## config.mk

```make
export PLATFORM = sky130hd
export DESIGN_NAME = instruction_fetch
export DESIGN_NICKNAME = d
export VERILOG_FILES = /design/src/rtl/mips_pkg.sv /design/src/rtl/pc_target_gen.sv /design/src/rtl/instruction_fetch.sv
export SDC_FILE = /design/constraint.sdc
export NUM_CORES = 1
export LEC_CHECK = 0
export ABC_AREA = 0
export BUFFER_PORTS_ARGS = -buffer_cell sky130_fd_sc_hd__clkbuf_2
export CORE_AREA = 2 2 186 133
export CTS_CLUSTER_SIZE = 24
export DETAILED_ROUTE_END_ITERATION = 10
export DIE_AREA = 0 0 188 135
export GPL_TIMING_DRIVEN = 0
export PLACE_DENSITY_LB_ADDON = 0.05
export SETUP_SLACK_MARGIN = 0.4
export SYNTH_ARGS = -nofsm -noshare
export SYNTH_HDL_FRONTEND = slang
export SYNTH_SLANG_ARGS = --single-unit
```

## constraint.sdc

```tcl
create_clock -name clk -period 3.4 [get_ports clk]
set_input_delay 0.34 -clock clk [delete_from_list [all_inputs] [get_ports clk]]
set_output_delay 0.34 -clock clk [all_outputs]
set_load 0.01 [all_outputs]
```

## src/rtl/mips_pkg.sv

```systemverilog
// rtl/mips_pkg.sv - shared MIPS pipeline types, constants and target helpers
package mips_pkg;

    typedef enum logic [1:0] {
        FETCH = 2'd0,
        DRAIN = 2'd1,
        HOLD  = 2'd2
    } ifetch_state_t;

    localparam logic [31:0] NOP_INSTR = 32'h0000_0000;

    // PC-relative branch: word offset, sign-extended, added to the delay-slot PC.
    function automatic logic [31:0] branch_target(input logic [31:0] pc4, input logic [15:0] imm);
        return pc4 + {{14{imm[15]}}, imm, 2'b00};
    endfunction

    // Pseudo-absolute jump inside the current 256 MB region.
    function automatic logic [31:0] jump_target(input logic [31:0] pc4, input logic [25:0] addr);
        return {pc4[31:28], addr, 2'b00};
    endfunction

endpackage

```

## src/rtl/pc_target_gen.sv

```systemverilog
// rtl/pc_target_gen.sv - redirect priority mux and branch/jump target arithmetic
module pc_target_gen
    import mips_pkg::*;
(
    input  logic        valid,
    input  logic        br_taken,
    input  logic [15:0] br_imm,
    input  logic        jmp,
    input  logic [25:0] jmp_addr,
    input  logic        jr,
    input  logic [31:0] jr_target,
    input  logic [31:0] pc_plus4,
    output logic        redir,
    output logic [31:0] target
);

    // Redirects only count when decode holds a real instruction; jr beats jmp beats branch.
    always_comb begin
        redir  = valid & (br_taken | jmp | jr);
        target = branch_target(pc_plus4, br_imm);
        if (jr) begin
            target = jr_target & 32'hFFFF_FFFC;
        end else if (jmp) begin
            target = jump_target(pc_plus4, jmp_addr);
        end
    end

endmodule

```

## src/rtl/instruction_fetch.sv

```systemverilog
// rtl/instruction_fetch.sv - MIPS fetch stage with IF/ID register and skid buffer (option: IFETCH_PERF_CNT_EN)
module instruction_fetch
    import mips_pkg::*;
#(
    parameter logic [31:0] RESET_PC = 32'h0000_0000
) (
    input  logic        clk,
    input  logic        rst_n,
    output logic        imem_req,
    output logic [31:0] imem_addr,
    input  logic        imem_ready,
    input  logic [31:0] imem_rdata,
    input  logic        stall,
    input  logic        br_taken,
    input  logic [15:0] br_imm,
    input  logic        jmp,
    input  logic [25:0] jmp_addr,
    input  logic        jr,
    input  logic [31:0] jr_target,
    output logic        ifid_valid,
    output logic [31:0] ifid_instr,
    output logic [31:0] ifid_pc,
    output logic [31:0] ifid_pc_plus4
`ifdef IFETCH_PERF_CNT_EN
    ,
    output logic [31:0] perf_fetched,
    output logic [31:0] perf_stall_cyc
`endif
);

    ifetch_state_t state, state_d;
    logic [31:0]   pc, pc_d;
    logic [31:0]   pc_next, pc_next_d;
    logic [31:0]   pc_plus4;
    logic [31:0]   skid_instr;
    logic [31:0]   skid_pc;
    logic          redir;
    logic [31:0]   target;
    logic          ld_mem;
    logic          ld_skid;
    logic          ld_skidbuf;
    logic          clr_valid;

    assign pc_plus4  = pc + 32'd4;
    assign imem_req  = (state != HOLD);
    assign imem_addr = pc;

    pc_target_gen u_target (
        .valid     (ifid_valid),
        .br_taken  (br_taken),
        .br_imm    (br_imm),
        .jmp       (jmp),
        .jmp_addr  (jmp_addr),
        .jr        (jr),
        .jr_target (jr_target),
        .pc_plus4  (ifid_pc_plus4),
        .redir     (redir),
        .target    (target)
    );

    // State register.
    always_ff @(posedge clk or negedge rst_n) begin
        if (!rst_n) begin
            state <= FETCH;
        end else begin
            state <= state_d;
        end
    end

    // Next state and datapath controls; a redirect always wins over stall.
    always_comb begin
        state_d    = state;
        pc_d       = pc;
        pc_next_d  = pc_next;
        ld_mem     = 1'b0;
        ld_skid    = 1'b0;
        ld_skidbuf = 1'b0;
        clr_valid  = 1'b0;
        case (state)
            FETCH: begin
                if (imem_ready) begin
                    if (redir) begin
                        pc_d      = target;
                        clr_valid = 1'b1;
                    end else if (!stall || !ifid_valid) begin
                        ld_mem = 1'b1;
                        pc_d   = pc_plus4;
                    end else begin
                        ld_skidbuf = 1'b1;
                        pc_d       = pc_plus4;
                        state_d    = HOLD;
                    end
                end else if (redir) begin
                    pc_next_d = target;
                    clr_valid = 1'b1;
                    state_d   = DRAIN;
                end else if (!stall) begin
                    clr_valid = 1'b1;
                end
            end
            DRAIN: begin
                // The read in flight must complete at the old address before retargeting.
                if (redir) begin
                    pc_next_d = target;
                end
                if (imem_ready) begin
                    pc_d    = redir ? target : pc_next;
                    state_d = FETCH;
                end
            end
            HOLD: begin
                if (redir) begin
                    pc_d      = target;
                    clr_valid = 1'b1;
                    state_d   = FETCH;
                end else if (!stall) begin
                    ld_skid = 1'b1;
                    state_d = FETCH;
                end
            end
            default: begin
                state_d = FETCH;
            end
        endcase
    end

    // PC, IF/ID register and skid buffer.
    always_ff @(posedge clk or negedge rst_n) begin
        if (!rst_n) begin
            pc            <= RESET_PC;
            pc_next       <= RESET_PC;
            ifid_valid    <= 1'b0;
            ifid_instr    <= NOP_INSTR;
            ifid_pc       <= 32'd0;
            ifid_pc_plus4 <= 32'd0;
            skid_instr    <= NOP_INSTR;
            skid_pc       <= 32'd0;
        end else begin
            pc      <= pc_d;
            pc_next <= pc_next_d;
            if (ld_mem) begin
                ifid_valid    <= 1'b1;
                ifid_instr    <= imem_rdata;
                ifid_pc       <= pc;
                ifid_pc_plus4 <= pc_plus4;
            end else if (ld_skid) begin
                ifid_valid    <= 1'b1;
                ifid_instr    <= skid_instr;
                ifid_pc       <= skid_pc;
                ifid_pc_plus4 <= skid_pc + 32'd4;
            end else if (clr_valid) begin
                ifid_valid    <= 1'b0;
            end
            if (ld_skidbuf) begin
                skid_instr <= imem_rdata;
                skid_pc    <= pc;
            end
        end
    end

`ifdef IFETCH_PERF_CNT_EN
    // Free-running event counters: IF/ID loads and decode-stall cycles.
    always_ff @(posedge clk or negedge rst_n) begin
        if (!rst_n) begin
            perf_fetched   <= 32'd0;
            perf_stall_cyc <= 32'd0;
        end else begin
            if (ld_mem || ld_skid) begin
                perf_fetched <= perf_fetched + 32'd1;
            end
            if (stall && ifid_valid) begin
                perf_stall_cyc <= perf_stall_cyc + 32'd1;
            end
        end
    end
`endif

endmodule

```

==> results.cfg, run 1 <==
[global_route]
grt_pass1_vias = 12400
grt_pass1_wl_um = 69800
antenna_found_initial = 0
grt_max_degree = 112
grt_overflow = 0
track_usage = 0.353

[critical_path]
worstPathArrival_ns = 3.54
cp_slowest_stage_delay_ns = 0.42
cp-start-kind = flip-flop
endpoint_kind = flip-flop
r2r_start = ifid_pc_plus4[2]
crit_type = flip-flop to flip-flop
crit_chain = ha_4 -> inv_2 -> fa_2 -> nand2b_4 -> a21oi_4 -> o2111ai_4 -> a21boi_4 -> a21o_1 -> a21oi_2 -> xnor2_2 -> a222oi_1 -> buf_4 -> o21ai_2 -> a2111oi_4 -> a21oi_1
crit_required_ns = 3.77
r2r_slack_ns = 0.22
crit_family = compound AO/OA/AOI/OAI gates
worstPathMaxFanout = 4
r2r.worst_path.cells = 15
r2r_end = imem_addr[22]
cpMaxStageDelayCell = dfrtp_1
crit_buf_inv = 2

[timing]
worst_slew_pin_slew_ns = 0.862
setup_violations = 0
fmax_mhz = 315
finalSetupTns_ns = 0
slew-limit-headroom = 0.425
finalHoldViolCount = 0
period_share = 0.934
final_max_slew_viol_count = 0
fin_skew_ns = 0.0105
min_period_ns = 3.18
rsz0062_at_grt = true

[cells_and_area]
drive_gt1_frac = 0.274
finish.utilization = 0.701
antenna_cells = 0
nets = 1964
nFillCells = 1905
area_growth_pct = 24.0

[yosys]
yosysSeqAreaShare = 0.424
synth_commonest_cells = nand2_1 (289), dfrtp_1 (225), nor2_1 (135), o21ai_0 (130), clkbuf_1 (87)
yosysTopAreaCellShare = 0.424
avgSynthCellArea_sq_um = 8.74
yosys_warnings = 0
yosys.area.top_type = dfrtp_1
synth_cells = 1518
ys.flop_type = dfrtp_1
netlist-cell-type-count = 76
synth.net_count = 1667
synth_edf_count = 0
synth-seq-cells = 225
syn_area_sq_um = 13300
ys_async_sr_fraction = 1.00
synthTopCellsByArea = dfrtp_1 (42%), nand2_1 (8.2%), mux2_2 (7.2%)
yosys.cell_count.top_type = nand2_1

[floorplan]
die_h_um = 135
dieArea_sq_um = 25400
initial_utilization = 0.565
die_w_um = 188
row_count = 47
core-area_sq_um = 23500
io_pins = 243

[hold_path]
hold_class = input pin to flip-flop
min_from = imem_rdata[9]
min_path_cells = 2
hold_end = skid_instr[9]

[power]
p_leak_nw = 7.44
peakVddDrop_v = 0.000540
cellPowerDensity_nw_per_um2 = 1000

[clocking]
cts-htree-levels = 1
tritoncts = done
cts_buffers = 22
cts_sinks = 225
clk_latency_ns = 0.50
clk_pin_slew_ns = 0.07
clock_path_buffers = 3
root_buffer = clkbuf_16

[routing]
drtAntennaViolNets = 0
drc_errors = 0
avgRoutedWirePerCell_um = 21.3
firstDrtPassIters = 6
vias = 13400
drtIter0Drc = 1235
routed_wl_um = 45800
routed_via_density = 6.26

[run_status]
outcome = complete, no violations

[placed_design]
routabilityCongestion = 1.00
portBuffers = 238
place_hpwl_um = 33900

[flow_run]
drv_cap = 0
timing repair:
item                       CTS  global route
resized for setup           36            92
hold endpoints to repair    16             0
gates cloned                 0             0
pin swaps                   15            42
setup buffers               12            20
setup endpoints to repair  138            84
hold buffers                 1             0
per-layer routing:
layer | part of all wire | track usage
met5 | 0 | 0
met4 | 0.029 | 0.0906
met3 | 0.10 | 0.0790
met2 | 0.43 | 0.528
met1 | 0.44 | 0.520
power by group:
part | switching, W | leakage, nW | internal (W)
logic | 0.00509 | 4.30 | 0.00354
registers | 0.00134 | 2.77 | 0.00399
clock network | 0.00107 | 0.367 | 0.00148
total | 0.00750 | 7.44 | 0.00900
layout make-up:
class / count / area (sq um) / area share
clock buffer: 29 / 638 / 0.0388
tap: 318 / 398 / 0.0242
sequential: 225 / 5650 / 0.343
buffer: 103 / 473 / 0.0288
inverter: 18 / 67.6 / 0.00411
timing repair buffer: 273 / 1520 / 0.0923
multi-input combinational: 1172 / 7600 / 0.462
clock inverter: 11 / 113 / 0.00685
flip-flops by register name, summed over array words and instances (netlist names):
signal         flops
ifid_pc_plus4     30
skid_instr        32
pc_next           32
state              2
ifid_instr        32
ifid_pc           32
skid_pc           32
ifid_valid         1
imem_addr         32
worst max path at each step:
stage / startpoint / to / slack [ns] / cells past startpoint
after global routing: ifid_pc_plus4[2] / imem_addr[22] / 0.12 / 15
after CTS: ifid_pc_plus4[2] / imem_addr[22] / 0.21 / 15
after floorplan: ifid_pc_plus4[2] / imem_addr[22] / 0.41 / 14
final: ifid_pc_plus4[2] / imem_addr[22] / 0.22 / 15
after detailed placement: ifid_pc_plus4[2] / imem_addr[22] / -0.22 / 14
after global placement: rst_n / skid_instr[4] / -2.58 / 1
stage by stage:
stage / worst slack, ns / hold WS [ns] / total power (W) / cell area, sq um / instances
CTS: 0.209 / 0.0788 / 0.0158 / 16000 / 2129
floorplan: 0.405 / 0.0444 / 0.00994 / 13300 / 1518
detailed placement: -0.217 / 0.205 / 0.0129 / 14900 / 2076
global placement: -2.58 / 0.461 / 0.0127 / 14900 / 2074
global route: 0.123 / 0.0823 / 0.0175 / 16400 / 2149
finish: 0.224 / 0.0891 / 0.0165 / 16400 / 2149
worst reg2reg max path: stages, from the launching register on:
cell and delay, ns:
dfrtp_1 0.42, ha_4 0.16, inv_2 0.03, fa_2 0.33, nand2b_4 0.16, a21oi_4 0.21
o2111ai_4 0.18, a21boi_4 0.26, a21o_1 0.19, a21oi_2 0.08, xnor2_2 0.14, a222oi_1 0.25
buf_4 0.18, o21ai_2 0.06, a2111oi_4 0.30, a21oi_1 0.10
placed cells by master, fill, tap and decap left out, types with 41 or more instances in the layout:
cell type  count
nand3_1       49
clkbuf_1      82
clkbuf_2     247
a31oi_1       72
nor2_1       132
o21ai_0      116
a21oi_1       56
xor2_1        50
mux2_2        85
nand2_1      289
dfrtp_1      213
o211ai_1      41
kinds of logic after synthesis:
logic type,synth area share
compound gates,0.200
flops,0.424
fa+ha+maj,0.0345
simple gates,0.177
xor+xnor,0.0482
buf+inv,0.0387
mux,0.0774
(Power assumes the default switching activity.)
==> run 2: changes to the inputs <==
==> constraint.sdc (replaced) <==
create_clock -name clk -period 3.4 [get_ports clk]
set_input_delay 0.85 -clock clk [delete_from_list [all_inputs] [get_ports clk]]
set_output_delay 0.85 -clock clk [all_outputs]
set_load 0.01 [all_outputs]
==> results.cfg, run 2 (same netlist as run 1, synthesis figures left out) <==
[placed_design]
routabilityCongestion = 0.968
place_hpwl_um = 33800
dp_worst_setup_slack_ns = -0.724
dp_cells = 2076
portBuffers = 238

[timing]
period_share = 0.931
finalHoldViolCount = 0
worst_slew_pin_slew_ns = 0.861
slew-limit-headroom = 0.426
fmax_mhz = 316
min_period_ns = 3.16
fin_skew_ns = 0.0143
rsz0062_at_grt = true
fin_ws_ns = 0.235
setup_violations = 0
final_max_slew_viol_count = 0

[clocking]
clock_path_buffers = 3
clk_pin_slew_ns = 0.07
tritoncts = done
root_buffer = clkbuf_16
cts_sinks = 225
cts_buffers = 23
cts_hold_buf = 0
clk_latency_ns = 0.52
cts-htree-levels = 1

[floorplan]
die_w_um = 188
io_pins = 243
dieArea_sq_um = 25400
core-area_sq_um = 23500
die_h_um = 135
initial_utilization = 0.565
row_count = 47

[global_route]
antenna_found_initial = 0
grt_pass1_wl_um = 69400
grt_overflow = 0
track_usage = 0.352
grt_max_degree = 99
grt_pass1_vias = 12300

[routing]
drtIter0Drc = 1453
wl_met2_um = 19800
firstDrtPassIters = 6
vias = 13400
drt-met1-wl_um = 19600
routed_wl_um = 45700
avgRoutedWirePerCell_um = 21.2
routed_via_density = 6.19
dr_wl_met3_um = 5220
drc_errors = 0
drtAntennaViolNets = 0
highest_layer = met4

[hold_path]
hold_class = input pin to asynchronous set/reset pin

[cells_and_area]
finish.utilization = 0.709
multi_input_area_sq_um = 7700
final_common_cell = nand2_1
nFillCells = 1927
finalNonFillerCells = 2156
antenna_cells = 0
nets = 1972
area.sequential_sq_um = 5640
drive_gt1_frac = 0.283
final_cell_mix = nand2_1 (286), clkbuf_2 (249), dfrtp_1 (214), nor2_1 (131), o21ai_0 (116)
area_growth_pct = 25.3

[power]
cellPowerDensity_nw_per_um2 = 999
peakVddDrop_v = 0.000563
p_leak_nw = 7.51

[critical_path]
worstPathArrival_ns = 3.54
endpoint_kind = flip-flop
cp_slowest_stage_delay_ns = 0.40
cpMaxStageDelayCell = fa_2
worstPathMaxFanout = 3
cp-startpoint = br_imm[1]
r2r_start = ifid_pc_plus4[2]
crit_required_ns = 3.77
crit_type = input pin to flip-flop
cp-start-kind = input pin
crit_chain = clkbuf_2 -> inv_1 -> fa_2 -> nand2b_4 -> a21oi_4 -> o2111ai_4 -> a21boi_4 -> a21o_1 -> a21oi_2 -> xnor2_1 -> a222oi_1 -> buf_4 -> o21ai_1 -> a2111oi_2 -> a21oi_1

[run_status]
outcome = complete, no violations

[flow_run]
drv_cap = 0
run 2: cell types whose count changed in the layout (fill, tap and decap cells not counted), sizes merged:
cell,previous run,this run
buf,44,56
clkinv,8,11
dlygate4sd3,1,0
clkbuf,359,352
bufinv,2,1
inv,16,18
clkinvlp,3,2
run 2: timing repair:
action / CTS / global route
pin swaps: 9 / 29
gates resized for setup: 38 / 97
setup buffers: 11 / 29
hold endpoints to repair: 0 / 0
endpoints found under the setup margin: 139 / 149
run 2: layout make-up:
type                            instances  area share
Timing Repair Buffer                  280      0.0972
Tap cell                              318      0.0239
Inverter                               18     0.00429
Sequential cell                       225       0.340
Clock buffer                           26      0.0359
Buffer                                103      0.0291
Multi-Input combinational cell       1172       0.463
Clock inverter                         14     0.00655
run 2: metal layers:
layer  up-vias  global-route usage
met5         -                   0
met3        89              0.0917
met1      6501               0.515
li1       6031                   -
met4         0              0.0849
met2       729               0.522
run 2: final timing paths:
check / endpoint / slack [ns] / cells after the start
worst max-delay path: imem_addr[22] / 0.24 / 15
worst min-delay path: pc_next[6] / 0.26 / 1
worst max register to register: imem_addr[22] / 0.24 / 15
worst min register to register: pc_next[25] / 0.48 / 2
max in group asynchronous: ifid_pc_plus4[26] / 1.84 / 3
min in group clk: pc_next[25] / 0.48 / 2
run 2: worst max-delay path: cells and delay by family:
kind,cells,cell delay (ns)
xor+xnor,1,0.15
compound gates,9,1.58
simple gates,1,0.16
buf+inv,3,0.38
fa+ha+maj,1,0.40
run 2: through the flow:
stage               power [W]  setup TNS [ns]  hold WS [ns]  cell area (sq um)
floorplan              0.0101               0         0.442              13400
global placement       0.0129         -748.58         0.458              15000
detailed placement     0.0131          -57.32         0.467              15100
CTS                    0.0158               0         0.274              16100
global route           0.0176               0         0.290              16600
finish                 0.0166               0         0.261              16600
run 2: where the power goes:
group          internal, W  switching [W]  total (W)
sequential         0.00399        0.00137    0.00536
combinational      0.00367        0.00513    0.00880
clock              0.00135        0.00111    0.00245
total              0.00900        0.00761     0.0166
